[src/rtl/vga_dot_clock_gen.sv]
// -----------------------------------------------------------------------------
// vga_dot_clock_gen
//
// Fractional-N dot-clock generator for the VGA timing path. A phase
// accumulator advances by a constant increment on every board clock edge.
// The accumulator MSB, registered, becomes the dot clock. A one-board-cycle
// strobe marks each dot-clock rising edge, so downstream VGA logic can stay
// on the board clock and use the strobe as a clock enable.
//
// Parameters
//   BOARD_HZ    board clock frequency in Hz
//   DOT_HZ      target dot-clock frequency in Hz (0 < DOT_HZ <= BOARD_HZ/2)
//   ACC_W       phase accumulator width (8..32)
//   LOCK_CYCLES dot-clock rising edges after reset before locked (1..65535)
//
// Ports
//   board     in   board clock; every flop uses its rising edge
//   rst_n     in   asynchronous active-low reset
//   dotclock  out  generated dot clock, taken directly from a flop
//   dot_stb   out  single-cycle pulse in the cycle dotclock is newly high
//   locked    out  high once LOCK_CYCLES strobes have occurred since reset
// -----------------------------------------------------------------------------
module vga_dot_clock_gen #(
    parameter int BOARD_HZ    = 50_000_000,
    parameter int DOT_HZ      = 25_000_000,
    parameter int ACC_W       = 24,
    parameter int LOCK_CYCLES = 16
) (
    input  logic board,
    input  logic rst_n,
    output logic dotclock,
    output logic dot_stb,
    output logic locked
);

    // -------------------------------------------------------------------------
    // Elaboration-time parameter checks
    // -------------------------------------------------------------------------
    // The ratio test is done as 2*DOT_HZ > BOARD_HZ in 64 bits so an odd
    // BOARD_HZ is judged exactly rather than through a truncated BOARD_HZ/2.
    localparam longint DOT_L   = longint'(DOT_HZ);
    localparam longint BOARD_L = longint'(BOARD_HZ);

    generate
        if (BOARD_HZ <= 0) begin : g_bad_board
            $error("vga_dot_clock_gen: BOARD_HZ must be positive");
        end
        if (DOT_HZ <= 0 || (2 * DOT_L) > BOARD_L) begin : g_bad_dot
            $error("vga_dot_clock_gen: DOT_HZ must satisfy 0 < DOT_HZ <= BOARD_HZ/2");
        end
        if (ACC_W < 8 || ACC_W > 32) begin : g_bad_accw
            $error("vga_dot_clock_gen: ACC_W must be within 8..32");
        end
        if (LOCK_CYCLES < 1 || LOCK_CYCLES > 65535) begin : g_bad_lock
            $error("vga_dot_clock_gen: LOCK_CYCLES must be within 1..65535");
        end
    endgenerate

    // Widths and divisors fall back to harmless values when a parameter is
    // illegal, so elaboration reaches the $error above instead of tripping
    // over a negative width or a division by zero first.
    localparam int     W       = (ACC_W >= 8 && ACC_W <= 32) ? ACC_W : 24;
    localparam longint BOARD_D = (BOARD_HZ > 0) ? BOARD_L : 64'sd1;

    // -------------------------------------------------------------------------
    // Phase increment, rounded to nearest:
    //   INC = floor((DOT_HZ * 2^W + BOARD_HZ/2) / BOARD_HZ)
    // With DOT_HZ <= BOARD_HZ/2 this is at most 2^(W-1), so it always fits
    // in W bits and the MSB can never skip a 0->1 transition.
    // -------------------------------------------------------------------------
    localparam longint INC_WIDE = ((DOT_L <<< W) + (BOARD_D / 2)) / BOARD_D;
    localparam logic [W-1:0] INC = INC_WIDE[W-1:0];

    localparam logic [15:0] LOCK_TARGET = 16'(LOCK_CYCLES);

    // -------------------------------------------------------------------------
    // State
    // -------------------------------------------------------------------------
    logic [W-1:0] acc_q;
    logic [W-1:0] acc_d;
    logic         dotclock_q;
    logic         dotclock_d;
    logic         dot_stb_q;
    logic         dot_stb_d;
    logic [15:0]  lock_cnt_q;
    logic [15:0]  lock_cnt_d;
    logic         locked_q;
    logic         locked_d;

    // -------------------------------------------------------------------------
    // Next-state logic
    // -------------------------------------------------------------------------
    always_comb begin
        // Accumulator wraps naturally modulo 2^W.
        acc_d = acc_q + INC;

        // dotclock follows the MSB of the value being loaded, so it changes
        // on the same edge as the accumulator and needs no extra delay stage.
        dotclock_d = acc_d[W-1];

        // Rising MSB only; a wrap (MSB 1->0) yields a falling edge, no strobe.
        dot_stb_d = acc_d[W-1] & ~acc_q[W-1];

        // Saturating strobe counter; it freezes at the lock target.
        lock_cnt_d = lock_cnt_q;
        if (dot_stb_d && (lock_cnt_q != LOCK_TARGET)) begin
            lock_cnt_d = lock_cnt_q + 16'd1;
        end

        // Comparing the next count makes locked rise on the same edge as the
        // LOCK_CYCLES-th strobe. The counter never leaves the target once
        // reached, so locked stays high until reset.
        locked_d = (lock_cnt_d == LOCK_TARGET);
    end

    // -------------------------------------------------------------------------
    // Registers
    // -------------------------------------------------------------------------
    always_ff @(posedge board or negedge rst_n) begin
        if (!rst_n) begin
            acc_q      <= '0;
            dotclock_q <= 1'b0;
            dot_stb_q  <= 1'b0;
            lock_cnt_q <= 16'd0;
            locked_q   <= 1'b0;
        end else begin
            acc_q      <= acc_d;
            dotclock_q <= dotclock_d;
            dot_stb_q  <= dot_stb_d;
            lock_cnt_q <= lock_cnt_d;
            locked_q   <= locked_d;
        end
    end

    // -------------------------------------------------------------------------
    // Outputs: all straight from flops, so dotclock is glitch-free and has
    // zero skew relative to dot_stb.
    // -------------------------------------------------------------------------
    assign dotclock = dotclock_q;
    assign dot_stb  = dot_stb_q;
    assign locked   = locked_q;

endmodule

[config.mk]
export PLATFORM = sky130hd
export DESIGN_NAME = vga_dot_clock_gen
export DESIGN_NICKNAME = d
export VERILOG_FILES = /design/src/rtl/vga_dot_clock_gen.sv
export SDC_FILE = /design/constraint.sdc
export NUM_CORES = 1
export LEC_CHECK = 0
export BUFFER_PORTS_ARGS = -buffer_cell sky130_fd_sc_hd__buf_2
export CAP_MARGIN = 20
export CORE_UTILIZATION = 63
export DETAILED_ROUTE_END_ITERATION = 16
export PLACE_DENSITY = 0.82
export REMOVE_ABC_BUFFERS = 1
export SETUP_SLACK_MARGIN = 0.4
export SLEW_MARGIN = 30
export SYNTH_ARGS = -nofsm -noshare
export SYNTH_HDL_FRONTEND = slang
export SYNTH_SLANG_ARGS = --single-unit
export TNS_END_PERCENT = 10
[constraint.sdc]
create_clock -name board -period 7.5 [get_ports board]
set_clock_uncertainty 0.2 [all_clocks]
set_input_delay 0.75 -clock board [delete_from_list [all_inputs] [get_ports board]]
set_output_delay 0.75 -clock board [all_outputs]
set_load 0.01 [all_outputs]
Yosys cells after proc, flatten, opt, wreduce, memory -nomap -nowiden
Cells that the tools add are included.
Widths: inputs -> output; s select.

word-level totals
  word-level logic and storage cells = 13
  register bits = 43
  input bits = 2
  output and inout bits = 3

operators by class
  $add $sub $neg = 2
  reductions and logical operators = 1
  multiplexer cells = 1
  eq/ne operators = 2
  bitwise logic cells = 2

operators by type and width
  kind                    count
  $add 24x24->24 const B  1
  $add 16x1->16 const B   1
  $eq 16x5->1 const B     1
  $mux 16                 1
  $ne 16x5->1 const B     1
  $and 1x1->1             1
  $logic_and 1x1->1       1
  $not 1->1               1

Logic depth before layout (Yosys ltp)
  depth after elaboration = 5
  mapped depth = 7
  depth with buffers taken out = 7

Least setup slack after synthesis
Ideal clock, no wire load.

  path type = register to register
  start = reg lock_cnt_q[0]
  end = reg locked_q, in the netlist locked
  stages on the path, launching flop included = 8
  data required time = 7.189 ns
  library setup time = 0.111 ns
  period minus slack after synthesis = 2.366 ns
  data arrival time = 2.055 ns
  path buffers = 0
  setup slack = 5.134 ns
  cells stage by stage = dfrtp_1 inv_1 ha_1 nor4b_1 a41oi_2 mux2i_1 or4_4 a2111oi_2

on the way
  longest elaborated chain between the ends = 4
  elaborated cells between the ends (all ways) = 5
  those cells by class = 1 x add/sub; 2 x eq/ne; 1 x mux; 1 x reduce/logical

ends and longest elaborated chain
  item                                                                   line  RTL
  from (decl)                                                            85    logic [15:0] lock_cnt_q;
  from (signal assigned)                                                 130   lock_cnt_q <= lock_cnt_d;
  parallel branches: the longest is 2 deep, another holds $add 16x1->16  -
  $mux 16 (*)                                                            106   if (dot_stb_d && (lock_cnt_q != LOCK_TARGET)) begin
  $eq 16x5->1 (*)                                                        113   locked_d = (lock_cnt_d == LOCK_TARGET);
  named net locked_d                                                     88    logic locked_d;
  to (signal assigned)                                                   131   locked_q <= locked_d;
  to (decl)                                                              87    logic locked_q;

Mark *: on every way through the listed nets, which the timed path passes.

Worst setup path after layout
Same ends and word-level chain as after synthesis.

==> flow_metrics.py <==
metrics = {
    "global_routing": {
        "overflow": 0,
        "gr-usage-met2": 0.3656,
        "grt_max_degree": 19,
        "grt_use_total": 0.2402,
        "antenna_found_initial": 0,
        "use_met3": 0.02586,
        "grt_pass1_vias": 659,
        "use_met1": 0.3286,
        "grt_pass1_wl_mm": 3.118,
        "grt_busiest_layer": "met2",
    },
    "cts": {
        "htree_num_levels": 1,
        "cts_buffers": 3,
        "ctsResizeCount": 0,
        "clock_sinks": 18,
        "hold_buffers": 0,
        "cts_tree": "built",
        "cts_root_buffer": "clkbuf_4",
        "cts_buffer_depth": 2,
        "path_clk_slew_ns": 0.09,
        "cts_setup_buffers": 0,
        "worstSkewPairLatency_ns": 0.29,
    },
    "floorplan": {
        "die_w_um": 42.14,
        "die_y_um": 42.14,
        "dieArea_um2": 1775,
        "ioPinCount": 5,
        "core-area_um2": 1506,
        "num_rows": 14,
        "start_util": 0.6736,
    },
    "timing": {
        "relSlewSlack": 0.5256,
        "max_freq_ghz": 0.3814,
        "final_max_slew_viol_count": 0,
        "final-setup-viol-count": 0,
        "setup_slack_ns": 4.878,
        "finalHoldViolCount": 0,
        "min_period_over_period": 0.3496,
        "tns_ns": 0,
        "worstMarginPinSlew_ns": 0.7051,
        "rsz0062_at_grt": "no",
        "post-route-min-period_ns": 2.622,
    },
    "status": {
        "status": "finished clean",
    },
    "route": {
        "via_per_inst": 6.115,
        "wl_per_cell_um": 16.42,
        "drt-pass1-iter-count": 4,
        "drt_iter0_markers": 12,
        "vias": 691,
        "ant_nets": 0,
        "route.detailed.drc": 0,
        "wl_mm": 1.855,
    },
    "yosys": {
        "synth_top_family_by_area": "simple AND/OR/NAND/NOR gates",
        "ys.flop_type": "dfrtp_1",
        "syn_area_per_cell_um2": 10.79,
        "yosys_warnings": 0,
        "synth_fa_ha_area_frac": 0.02466,
        "synth-xor-area-share": 0.1467,
        "ys_async_sr_fraction": 1.000,
        "synthMuxAreaShare": 0.01973,
        "synth-compound-area-share": 0.04686,
        "synth_simple_gate_area_share": 0.2774,
        "ys_types": 29,
        "ys_ff_latch": 18,
        "synth_enable_flop_cells": 0,
        "synthCells": 94,
        "syn_area_um2": 1015,
        "yosysSeqAreaShare": 0.4439,
    },
    "cells_and_area": {
        "drive_gt1_frac": 0.1340,
        "syn_to_final_growth_pct": 3.576,
        "seq_area_um2": 450.4,
        "multi_input_area_um2": 523.0,
        "antenna_cells": 0,
        "final_core_util": 0.6977,
        "stdcell_count": 113,
        "nFillCells": 117,
        "final_net_count": 103,
    },
    "power_and_ir_drop": {
        "power.internal_uw": 115.8,
        "p_sw_frac": 0.1957,
        "pwr-share-seq": 0.673,
        "combPwrFrac": 0.013,
        "power_frac_clock": 0.313,
        "power_density_nw_per_um2": 137.0,
        "p_sw_uw": 28.18,
        "total_leakage_power_nw": 0.5047,
        "peakVddDrop_uv": 117.2,
    },
    "placed_design": {
        "hpwl_mm": 1.378,
        "place.detailed.instances": 110,
        "io_buffers": 4,
        "gp_congestion": 0.9016,
        "pre_cts_slack_ns": 4.925,
    },
    "flow_run": {
        "cap_violations": 0,
    },
    "critical_path": {
        "crit_path_end_kind": "flop",
        "startpoint_type": "flop",
        "path_class": "flop to flop",
        "worstPathRequired_ns": 7.48,
        "startpoint": "lock_cnt_q[0]",
        "worstPathMaxFanout": 6,
        "crit_family": "simple AND/OR/NAND/NOR gates",
        "cpPeakStageDelay_ns": 0.48,
        "reg2reg_from": "lock_cnt_q[0]",
        "worst-path-buf-inv": 1,
        "worst_ep_arrival_time_ns": 2.60,
        "crit_chain": "inv_1 > ha_1 > nor4b_1 > a41oi_2 > mux2i_1 > or4_4 > a2111oi_2",
        "cpMaxStageDelayCell": "or4_4",
    },
    "hold_path": {
        "min_path_type": "input port to asynchronous set/reset pin",
    },
}
metal layers:
| metal | share of wire | routed length [um] |
|---|---|---|
| met1 | 0.48 | 888 |
| met2 | 0.48 | 882 |
| met3 | 0.019 | 36 |
| met4 | 0.026 | 48 |
| met5 | 0 | 0 |
metrics by stage:
stage	hold WS (ns)	area (um2)	power, mW
after floorplan	0.2544	988.4	0.09892
after global placement	0.3131	1028	0.1009
after detailed placement	0.3387	1028	0.1010
after CTS	0.1743	1051	0.1463
after global routing	0.1961	1051	0.1491
final	0.1688	1051	0.1440
registers in the layout, indices dropped and copies added, names as in the netlist:
signal and cells:
acc_q 1, locked 1, lock_cnt_q 16
synth_stat cells (2+ instances only):
cell | n | area (um2)
nand3_1 | 5 | 25.02
nor4_1 | 5 | 31.28
inv_1 | 4 | 15.01
dfrtp_1 | 18 | 450.4
xnor2_1 | 10 | 87.58
buf_4 | 3 | 22.52
nand2_1 | 7 | 26.28
xor2_1 | 7 | 61.31
nand4_1 | 2 | 12.51
nand4b_1 | 2 | 17.52
nor3_1 | 2 | 10.01
ha_1 | 2 | 25.02
mux2i_1 | 2 | 20.02
nor4b_1 | 2 | 17.52
nor2_1 | 8 | 30.03
nand3b_1 | 2 | 15.01
cell type report:
| class | count | share of cell area |
|---|---|---|
| Multi-Input combinational cell | 68 | 0.4976 |
| Sequential cell | 18 | 0.4286 |
| Clock buffer | 3 | 0.02143 |
| Timing Repair Buffer | 4 | 0.01905 |
| Tap cell | 16 | 0.01905 |
| Inverter | 4 | 0.01429 |
cells in the final DEF, fill, tap and decap left out, drive strengths merged:
cell	count
or4	1
ha	2
nor3	2
a2111oi	1
buf	4
a41oi	1
nand4	4
inv	4
mux2i	2
nand3	5
nor3b	1
clkbuf	3
and2	1
nand3b	2
and4b	1
a2111o	1
nor4	6
xnor2	10
o21ai	1
nor4b	2
and3	1
xor2	7
dfrtp	18
nor2	8
nand4b	2
nand2	7
kinds of logic after synthesis:
kind of cell,Yosys count
fa+ha+maj,2
xor+xnor,17
compound gates,4
simple gates,43
buf+inv,8
mux,2
flops,18
power by group through the flow:
stage / clock (mW) / sequential, mW / combinational, mW
after floorplan: 0 / 0.0989 / 0.000000244
after global placement: 0 / 0.0989 / 0.00203
after detailed placement: 0 / 0.0989 / 0.00213
after CTS: 0.0473 / 0.0970 / 0.00209
after global routing: 0.0497 / 0.0970 / 0.00240
final: 0.0451 / 0.0970 / 0.00194
path summary, 6_finish.rpt:
path | end | slack (ns) | cells past startpoint
max in group asynchronous | lock_cnt_q[4] | 6.65 | 1
worst max register to register | locked | 4.88 | 7
worst max-delay path | locked | 4.88 | 7
worst min-delay path | lock_cnt_q[6] | 0.17 | 1
worst min register to register | lock_cnt_q[13] | 0.34 | 1
min in group board | lock_cnt_q[13] | 0.34 | 1
Power figures use the tool's default switching activity.
